### config.mk
export PLATFORM = sky130hd
export DESIGN_NAME = output_score_streamer
export DESIGN_NICKNAME = d
export VERILOG_FILES = /design/src/rtl/fnn_pkg.sv /design/src/rtl/score_buffer.sv /design/src/rtl/output_score_streamer.sv
export SDC_FILE = /design/constraint.sdc
export NUM_CORES = 1
export LEC_CHECK = 0
export ABC_AREA = 1
export BUFFER_PORTS_ARGS = -buffer_cell sky130_fd_sc_hd__buf_2
export CAP_MARGIN = 20
export CORE_ASPECT_RATIO = 1.4
export CORE_UTILIZATION = 40
export CTS_CLUSTER_DIAMETER = 150
export CTS_CLUSTER_SIZE = 28
export DETAILED_ROUTE_END_ITERATION = 8
export GPL_TIMING_DRIVEN = 0
export HOLD_SLACK_MARGIN = 0.12
export SLEW_MARGIN = 20
export SYNTH_ARGS = -nofsm -noshare
export SYNTH_HDL_FRONTEND = slang
export SYNTH_SLANG_ARGS = --single-unit
### constraint.sdc
create_clock -name clk -period 5 [get_ports clk]
set_clock_uncertainty 0.1 [all_clocks]
set_input_delay 0.5 -clock clk [delete_from_list [all_inputs] [get_ports clk]]
set_output_delay 0.5 -clock clk [all_outputs]
set_load 0.02 [all_outputs]
### src/rtl/fnn_pkg.sv
// ============================================================================
// fnn_pkg: shared types and defaults for the NN4 output/argmax path.
// Revision: 1.0
// ============================================================================
`default_nettype none

package fnn_pkg;

    localparam int CLASS_W          = 4;
    localparam int DEF_NN4          = 10;
    localparam int DEF_INDATA_WIDTH = 47;

    typedef enum logic [2:0] {
        SS_IDLE   = 3'd0,
        SS_FILL   = 3'd1,
        SS_CLEAR  = 3'd2,
        SS_STREAM = 3'd3,
        SS_WAIT   = 3'd4
    } ss_state_t;

endpackage

`default_nettype wire

### src/rtl/score_buffer.sv
// ============================================================================
// score_buffer: NN4-entry score register file with a per-entry valid mask.
// Revision: 1.0
// ============================================================================
`default_nettype none

module score_buffer
    import fnn_pkg::*;
#(
    parameter int NN4          = DEF_NN4,
    parameter int INDATA_WIDTH = DEF_INDATA_WIDTH
) (
    input  logic                    clk,
    input  logic                    rst_n,
    input  logic                    wr_en,
    input  logic [CLASS_W-1:0]      wr_idx,
    input  logic [INDATA_WIDTH-1:0] wr_data,
    input  logic [CLASS_W-1:0]      rd_idx,
    input  logic                    clear,
    output logic [INDATA_WIDTH-1:0] rd_data,
    output logic                    all_valid
);

    logic [INDATA_WIDTH-1:0] r_mem [NN4];
    logic [NN4-1:0]          r_mask;
    logic [NN4-1:0]          w_set;

    always_comb begin
        w_set = '0;
        for (int i = 0; i < NN4; i++) begin
            if (wr_en && (wr_idx == CLASS_W'(i))) begin
                w_set[i] = 1'b1;
            end
        end
    end

    // Includes the write being accepted this cycle, so the caller can leave FILL on that same edge.
    assign all_valid = &(r_mask | w_set);

    always_ff @(posedge clk) begin
        for (int i = 0; i < NN4; i++) begin
            if (w_set[i]) begin
                r_mem[i] <= wr_data;
            end
        end
    end

    always_comb begin
        rd_data = '0;
        for (int i = 0; i < NN4; i++) begin
            if (rd_idx == CLASS_W'(i)) begin
                rd_data = r_mem[i];
            end
        end
    end

    always_ff @(posedge clk or negedge rst_n) begin
        if (!rst_n) begin
            r_mask <= '0;
        end else if (clear) begin
            r_mask <= '0;
        end else begin
            r_mask <= r_mask | w_set;
        end
    end

endmodule

`default_nettype wire

### src/rtl/output_score_streamer.sv
// ============================================================================
// output_score_streamer: collects output scores, replays them into max_finder, returns the class.
// Revision: 1.0
// ============================================================================
`default_nettype none

module output_score_streamer
    import fnn_pkg::*;
#(
    parameter int INDATA_WIDTH = DEF_INDATA_WIDTH,
    parameter int NN4          = DEF_NN4,
    parameter int TIMEOUT      = 4
) (
    input  logic                    clk,
    input  logic                    rst_n,
    input  logic                    score_valid,
    input  logic [CLASS_W-1:0]      score_idx,
    input  logic [INDATA_WIDTH-1:0] score_data,
    output logic                    score_ready,
    output logic [INDATA_WIDTH-1:0] mf_data,
    output logic                    mf_start,
    output logic                    mf_clear,
    input  logic                    mf_found,
    input  logic [CLASS_W-1:0]      mf_class,
    output logic [CLASS_W-1:0]      class_out,
    output logic                    class_valid,
    output logic                    err,
    output logic                    busy
);

    localparam int TMO_W = (TIMEOUT > 1) ? $clog2(TIMEOUT) : 1;
    localparam logic [CLASS_W-1:0] c_last_k = CLASS_W'(NN4 - 1);
    localparam logic [TMO_W-1:0]   c_last_t = TMO_W'(TIMEOUT - 1);

    ss_state_t               r_state, w_next;
    logic [CLASS_W-1:0]      r_k, w_k_next;
    logic [TMO_W-1:0]        r_t, w_t_next;
    logic                    w_accept, w_wr, w_bad, w_all_valid;
    logic                    w_found, w_timeout, w_clear_mask;
    logic [INDATA_WIDTH-1:0] w_rd_data;

    logic [INDATA_WIDTH-1:0] r_mf_data;
    logic                    r_mf_start, r_mf_clear, r_class_valid, r_err, r_busy;
    logic [CLASS_W-1:0]      r_class_out;

    assign score_ready = (r_state == SS_IDLE) || (r_state == SS_FILL);
    assign w_accept    = score_valid && score_ready;
    assign w_wr        = w_accept && (score_idx < CLASS_W'(NN4));
    assign w_bad       = w_accept && !(score_idx < CLASS_W'(NN4));

    score_buffer #(
        .NN4          (NN4),
        .INDATA_WIDTH (INDATA_WIDTH)
    ) u_buf (
        .clk       (clk),
        .rst_n     (rst_n),
        .wr_en     (w_wr),
        .wr_idx    (score_idx),
        .wr_data   (score_data),
        .rd_idx    (w_k_next),
        .clear     (w_clear_mask),
        .rd_data   (w_rd_data),
        .all_valid (w_all_valid)
    );

    always_comb begin
        w_next       = r_state;
        w_k_next     = r_k;
        w_t_next     = r_t;
        w_found      = 1'b0;
        w_timeout    = 1'b0;
        w_clear_mask = 1'b0;
        case (r_state)
            SS_IDLE, SS_FILL: begin
                if (w_wr) begin
                    w_next = w_all_valid ? SS_CLEAR : SS_FILL;
                end
            end
            SS_CLEAR: begin
                w_next   = SS_STREAM;
                w_k_next = '0;
            end
            SS_STREAM: begin
                // found_max rises on the negedge of the final data cycle, so it is taken on this edge.
                if (r_k == c_last_k) begin
                    if (mf_found) begin
                        w_found      = 1'b1;
                        w_clear_mask = 1'b1;
                        w_next       = SS_IDLE;
                    end else begin
                        w_next   = SS_WAIT;
                        w_t_next = '0;
                    end
                end else begin
                    w_k_next = r_k + CLASS_W'(1);
                end
            end
            SS_WAIT: begin
                if (mf_found) begin
                    w_found      = 1'b1;
                    w_clear_mask = 1'b1;
                    w_next       = SS_IDLE;
                end else if (r_t == c_last_t) begin
                    w_timeout    = 1'b1;
                    w_clear_mask = 1'b1;
                    w_next       = SS_IDLE;
                end else begin
                    w_t_next = r_t + TMO_W'(1);
                end
            end
            default: begin
                w_next       = SS_IDLE;
                w_clear_mask = 1'b1;
            end
        endcase
    end

    always_ff @(posedge clk or negedge rst_n) begin
        if (!rst_n) begin
            r_state       <= SS_IDLE;
            r_k           <= '0;
            r_t           <= '0;
            r_mf_data     <= '0;
            r_mf_start    <= 1'b0;
            r_mf_clear    <= 1'b0;
            r_class_out   <= '0;
            r_class_valid <= 1'b0;
            r_err         <= 1'b0;
            r_busy        <= 1'b0;
        end else begin
            r_state       <= w_next;
            r_k           <= w_k_next;
            r_t           <= w_t_next;
            r_mf_clear    <= (w_next == SS_CLEAR);
            r_mf_start    <= (w_next == SS_STREAM);
            r_mf_data     <= (w_next == SS_STREAM) ? w_rd_data : '0;
            r_class_valid <= w_found;
            r_err         <= w_bad || w_timeout;
            r_busy        <= (w_next == SS_CLEAR) || (w_next == SS_STREAM) || (w_next == SS_WAIT);
            if (w_found) begin
                r_class_out <= mf_class;
            end
        end
    end

    assign mf_data     = r_mf_data;
    assign mf_start    = r_mf_start;
    assign mf_clear    = r_mf_clear;
    assign class_out   = r_class_out;
    assign class_valid = r_class_valid;
    assign err         = r_err;
    assign busy        = r_busy;

endmodule

`default_nettype wire
==> results of run 1 <==
==> per-layer routing <==
layer	global-route usage	share of wire	vias to the layer above
li1	-	-	6092
met1	0.214	0.40	6249
met2	0.354	0.54	259
met3	0.0172	0.030	58
met4	0.0539	0.027	2
met5	0	0.00020	-
==> Yosys cell counts <==
library cell / n
sky130_fd_sc_hd__edfxtp_1: 470
sky130_fd_sc_hd__nand2_1: 457
sky130_fd_sc_hd__inv_1: 160
sky130_fd_sc_hd__nor2_1: 142
sky130_fd_sc_hd__nand3_1: 81
sky130_fd_sc_hd__dfrtp_1: 75
sky130_fd_sc_hd__a21oi_1: 54
sky130_fd_sc_hd__o21ai_0: 51
sky130_fd_sc_hd__nand4_1: 47
sky130_fd_sc_hd__or2_0: 28
sky130_fd_sc_hd__buf_2: 20
sky130_fd_sc_hd__clkbuf_1: 19
sky130_fd_sc_hd__or2_2: 15
sky130_fd_sc_hd__buf_4: 9
sky130_fd_sc_hd__inv_2: 9
sky130_fd_sc_hd__buf_6: 8
sky130_fd_sc_hd__nand2_2: 8
sky130_fd_sc_hd__nor2_4: 7
sky130_fd_sc_hd__o21bai_1: 7
sky130_fd_sc_hd__mux2_2: 4
sky130_fd_sc_hd__ha_1: 3
sky130_fd_sc_hd__nor3_1: 3
sky130_fd_sc_hd__o211ai_1: 3
sky130_fd_sc_hd__and2_1: 2
sky130_fd_sc_hd__buf_1: 2
sky130_fd_sc_hd__nand3_2: 2
sky130_fd_sc_hd__nor4_1: 2
sky130_fd_sc_hd__clkbuf_2: 1
sky130_fd_sc_hd__nand2_4: 1
sky130_fd_sc_hd__nor2_2: 1
sky130_fd_sc_hd__o21a_1: 1
sky130_fd_sc_hd__o21ai_1: 1
sky130_fd_sc_hd__o21bai_4: 1
sky130_fd_sc_hd__o31ai_1: 1
==> where the power goes <==
group / internal [mW] / switching [mW]
Clock: 0.896 / 1.34
Sequential: 4.99 / 0.0154
Combinational: 0.0745 / 0.152
==> critical path, cell delays in order, from the launching register on <==
cell                       delay, ps
sky130_fd_sc_hd__dfrtp_1         510
sky130_fd_sc_hd__ha_1            240
sky130_fd_sc_hd__nand2_1          70
sky130_fd_sc_hd__nor2_2          220
sky130_fd_sc_hd__nand2_1         140
sky130_fd_sc_hd__nand3_1         100
sky130_fd_sc_hd__nand2_2         100
sky130_fd_sc_hd__nor2_4          140
sky130_fd_sc_hd__nand2_1         120
sky130_fd_sc_hd__inv_2           280
sky130_fd_sc_hd__clkbuf_1        730
sky130_fd_sc_hd__a21oi_1          80
sky130_fd_sc_hd__nand3_1         120
sky130_fd_sc_hd__nand2_1          90
sky130_fd_sc_hd__inv_1            60
==> registers in the layout, summed over array words and instances (netlist names), 2 cells and up <==
| register | cells |
|---|---|
| r_k | 4 |
| r_state | 3 |
| class_out | 4 |
| mf_data | 47 |
| r_t | 2 |
| u_buf.r_mask | 10 |
| u_buf.r_mem | 470 |
==> metrics by stage <==
stage / cell area, µm² / setup TNS (ps)
global route: 24200 / 0
detailed placement: 23200 / 0
global placement: 22600 / -426790
CTS: 24200 / 0
floorplan: 21100 / 0
finish: 24200 / 0
==> layout make-up <==
class                      count  share of cell area
tap                          707              0.0365
multi-input combinational    922               0.174
timing repair buffer         172              0.0620
antenna                        1            0.000103
inverter                     169              0.0262
sequential                   545               0.660
clock buffer                  40              0.0264
clock inverter                 2             0.00103
buffer                        59              0.0141
==> cell families after synthesis <==
logic type / Yosys count / share of synthesized area
simple gates: 796 / 0.162
flops: 545 / 0.757
buf+inv: 228 / 0.0462
compound gates: 119 / 0.0303
mux: 4 / 0.00213
fa+ha+maj: 3 / 0.00178
==> worst min-delay path by stage <==
stage | depth (start not counted) | slack, ps | to
finish | 1 | 140 | u_buf.r_mem[0][7]
floorplan | 0 | 100 | busy
detailed placement | 1 | 370 | class_out[1]
global placement | 2 | 360 | u_buf.r_mask[9]
global route | 1 | 130 | u_buf.r_mem[6][2]
CTS | 1 | 120 | u_buf.r_mem[0][7]
==> results_dict.tcl, run 1 <==
set metrics [dict create \
    outcome "complete, no violations" \
    leakage_nw 9.50 \
    post_synth.cell_area_avg_um2 12.5 \
    totalWireLength_um 49500 \
    fp.coreArea_um2 52100 \
    layout.cells.most_common "sky130_fd_sc_hd__edfxtp_1" \
    rsz0062_at_grt "no" \
    h-tree-depth 1 \
    fin_crit_sh 0.632 \
    cap_violations 0 \
    setup_ws_ps 1840 \
    power_dens_cells_nw_per_um2 308 \
    io_pins 116 \
    grt_pass1_vias 12500 \
    cts.path.max_buffers 3 \
    worst-path-max-fanout 10 \
    cts_tree "yes" \
    fp.dieArea_um2 53700 \
    setup_violations 0 \
    slew_viol_final 0 \
    post-dp-hpwl_um 34200 \
    die_span_y_um 274 \
    post-route-drc-count 0 \
    crit_start "r_k[0]" \
    routed_via_density 4.84 \
    power_mw 7.47 \
    finalHoldViolations 0 \
    r2r-end "mf_data[45]" \
    yosysTopAreaCell "sky130_fd_sc_hd__edfxtp_1" \
    min_path_type "input pin to flip-flop" \
    cts_hold_buffers 33 \
    pin_count_of_the_biggest_net_entering_global_routing 51 \
    clk_pin_slew_ps 110 \
    setup.worst_path.class "flip-flop to flip-flop" \
    dp_cells 2541 \
    drt_pass_1_iters 5 \
    max_slew.worst_pin.slew_ps 908 \
    netlist_area_um2 21100 \
    mappedNetlistNets 1757 \
    endpoint "mf_data[45]" \
    clock_sinks 545 \
    grt_use_total 0.184 \
    relSlewSlack 0.394 \
    antenna_left 0 \
    cts_setup_buffers 0 \
    syn_inst 1695 \
    commonest_non_fill_non_tap_cells_in_the_layout "sky130_fd_sc_hd__edfxtp_1 (470), sky130_fd_sc_hd__nand2_1 (457), sky130_fd_sc_hd__inv_1 (160), sky130_fd_sc_hd__buf_2 (134), sky130_fd_sc_hd__nor2_1 (132)" \
    timing.critical_path.to_type "flip-flop" \
    required_ps 5420 \
    cts-root-buf "sky130_fd_sc_hd__clkbuf_16" \
    worstRegToRegCells 14 \
    wire_length_of_the_first_global_routing_pass_um 74100 \
    wire_per_inst_um 18.9 \
    post_route_cells_drive_above_1_share 0.136 \
    pre_cts_slack_ps 1830 \
    core.rowCount 99 \
    post_synth_top_area_share 0.669 \
    final-seq-area_um2 16000 \
    flow.area_growth_from_synthesis_pct 14.8 \
    final_period_minus_worst_setup_slack_ps 3160 \
    numCtsBuffers 23 \
    yosysUniqueCellTypes 34 \
    utilization 0.465 \
    finalNonFillerCells 2617 \
    num-fill-cells 4674 \
    share_of_synthesized_area_occupied_by_flip_flops_and_latches 0.757 \
    gpl.final_weighted_congestion 0.803 \
    clk_lat_worst_skew_ps 580 \
    detail_route.iter0.violations 857 \
    synth.ff_latch_count 545 \
    rr_startpoint "r_k[0]" \
    worst_hold_startpoint "score_data[7]" \
    vdd_drop_max_mv 0.208 \
    ctsResizeCount 0 \
    r2r_slack_ps 1840 \
    grt_overflow_total 0 \
    fmaxAchievable_mhz 317 \
    grt_antenna_before_repair 2 \
    worst_hold_slack_across_all_endpoints_ps 136 \
    placement.io_buffers 115 \
    setup.worst_path.start_class "flip-flop" \
    multi_input_area_um2 4220 \
    synth_warnings 0 \
    post_synth_main_area_contributors "sky130_fd_sc_hd__edfxtp_1 (67%), sky130_fd_sc_hd__dfrtp_1 (8.9%), sky130_fd_sc_hd__nand2_1 (8.1%)" \
    initial_utilization 0.405 \
    chipWidth_um 196 \
    finalNetCount 1954 \
    cp.arrival_ps 3580 \
    via_count 12700 \
]
No activity file was read; power rests on OpenSTA's default activity.
==> run 2: changes to the inputs <==
Clock period 5 ns to 2.7 ns, I/O delays scaled along.
==> run 2 against run 1 <==
Compared with the run above:
- critical path depth up 1
- maximum frequency up 23%
- cell area up 2.8%
- power up 86%
- clock-buffer cell count unchanged
- flip-flop and latch count unchanged
- sequential share of layout area down 1.8 points
- global-route usage up 0.51 points
- first-iteration DRC count up 11%
- register-to-register slack worse by 1700 ps
- worst hold slack better by 5.3 ps
- critical path type unchanged
==> results_dict.tcl, run 2 (synthesis gave the netlist of run 1 again) <==
set metrics [dict create \
    outcome "complete, no violations" \
    finalHoldViolations 0 \
    flow.area_growth_from_synthesis_pct 18.1 \
    numCtsBuffers 23 \
    wire_length_of_the_first_global_routing_pass_um 76400 \
    clock_sinks 545 \
    placement.io_buffers 115 \
    vdd_drop_max_mv 0.372 \
    cp.arrival_ps 2990 \
    layout.cells.most_common "sky130_fd_sc_hd__edfxtp_1" \
    die_span_y_um 274 \
    post-dp-hpwl_um 34000 \
    required_ps 3120 \
    final_period_minus_worst_setup_slack_ps 2570 \
    post_route_cells_drive_above_1_share 0.168 \
    min_path_type "input pin to flip-flop" \
    slew_viol_final 0 \
    via_count 12800 \
    gpl.final_weighted_congestion 0.782 \
    cts.path.max_buffers 3 \
    relSlewSlack 0.514 \
    core.rowCount 99 \
    chipWidth_um 196 \
    largest_register_ff_count 470 \
    power_dens_cells_nw_per_um2 558 \
    min_path_cells 5 \
    grt_overflow_total 0 \
    grt_use_total 0.189 \
    initial_utilization 0.405 \
    commonest_non_fill_non_tap_cells_in_the_layout "sky130_fd_sc_hd__edfxtp_1 (470), sky130_fd_sc_hd__nand2_1 (452), sky130_fd_sc_hd__inv_1 (157), sky130_fd_sc_hd__nor2_1 (129), sky130_fd_sc_hd__buf_2 (116)" \
    regMostFlops "u_buf.r_mem" \
    pin_count_of_the_biggest_net_entering_global_routing 51 \
    fp.dieArea_um2 53700 \
    cap_violations 0 \
    max_slew.worst_pin.slew_ps 725 \
    setup.worst_path.start_class "flip-flop" \
    num-fill-cells 4652 \
    wire_per_inst_um 18.8 \
    setup_violations 0 \
    dp_cells 2539 \
    utilization 0.478 \
    setup_ws_ps 131 \
    h-tree-depth 1 \
    io_pins 116 \
    worst-path-max-fanout 10 \
    clk_lat_worst_skew_ps 580 \
    worstRegToRegCells 15 \
    pre_cts_slack_ps -533 \
    drt_pass_1_iters 7 \
    timing.critical_path.to_type "flip-flop" \
    finalNetCount 2007 \
    fp.coreArea_um2 52100 \
    totalWireLength_um 50300 \
    rsz0062_at_grt "yes" \
    grt_antenna_before_repair 2 \
    finalNonFillerCells 2670 \
    detail_route.iter0.violations 953 \
    antenna_left 0 \
    clk_pin_slew_ps 110 \
    cts-root-buf "sky130_fd_sc_hd__clkbuf_16" \
    grt_pass1_vias 12800 \
    post-route-drc-count 0 \
    routed_via_density 4.81 \
    setup.worst_path.class "flip-flop to flip-flop" \
    fmaxAchievable_mhz 389 \
    cts_tree "yes" \
    fin_crit_sh 0.952 \
    leakage_nw 9.86 \
]
[run 2: critical path, cell delays in order, from the launching register on]
cell and delay (ps):
sky130_fd_sc_hd__dfrtp_1 440, sky130_fd_sc_hd__inv_2 70, sky130_fd_sc_hd__ha_2 180, sky130_fd_sc_hd__nand2_1 90
sky130_fd_sc_hd__nor2_4 120, sky130_fd_sc_hd__nand2_1 90, sky130_fd_sc_hd__nand3_1 90, sky130_fd_sc_hd__nand2_2 100
sky130_fd_sc_hd__nor2_4 190, sky130_fd_sc_hd__nand2_2 120, sky130_fd_sc_hd__inv_2 230, sky130_fd_sc_hd__clkbuf_4 350
sky130_fd_sc_hd__a21oi_1 80, sky130_fd_sc_hd__nand3_1 90, sky130_fd_sc_hd__nand2_1 110, sky130_fd_sc_hd__inv_1 70
[run 2: path summary, 6_finish.rpt]
kind | startpoint | to | slack (ps)
max in group asynchronous | rst_n | mf_data[13] | 2040
max | r_k[1] | mf_data[44] | 130
min | score_idx[1] | u_buf.r_mask[6] | 140
min reg2reg | u_buf.r_mask[6] | u_buf.r_mask[6] | 400
max reg2reg | r_k[1] | mf_data[44] | 130
min in group asynchronous | rst_n | mf_data[16] | 170
[run 2: report_power, final]
part | leakage, nW | internal [mW] | switching (mW)
Sequential | 5.23 | 9.25 | 0.0275
Combinational | 4.31 | 0.171 | 0.296
Clock | 0.315 | 1.66 | 2.50
Total | 9.86 | 11.1 | 2.83
[run 2: layer usage]
metal / GRT usage / routed length, µm
met2: 0.359 / 27500
met4: 0.0508 / 1030
met5: 0 / 8
met1: 0.229 / 20100
met3: 0.0149 / 1700
[run 2: metrics by stage]
step	power, mW	hold slack (ps)	instance area, µm²	TNS (ps)
after floorplan	9.60	-126	21200	0
after global placement	9.81	365	22700	-206800
after detailed placement	9.85	151	23200	-14790
after CTS	14.0	130	24600	0
after global routing	14.3	161	24900	-61.3
final	13.9	141	24900	0
[run 2: final cells by class]
class                      instances  area, µm²  area share
clock buffer                      40        639      0.0256
tap                              707        885      0.0355
antenna                            1       2.50    0.000100
inverter                         169        647      0.0259
multi-input combinational        922       4290       0.172
timing repair buffer             226       1910      0.0767
buffer                            58        531      0.0213
clock inverter                     2       25.0     0.00100
sequential                       545      16000       0.642
[run 2: what timing repair did]
| item | 4_1_cts | 5_1_grt |
|---|---|---|
| pin swaps | 8 | 9 |
| endpoints found under the hold margin | 554 | 0 |
| endpoints found under the setup margin | 67 | 105 |
| resized for setup | 54 | 52 |
| hold buffers | 56 | 0 |
| buffers inserted | 13 | 20 |
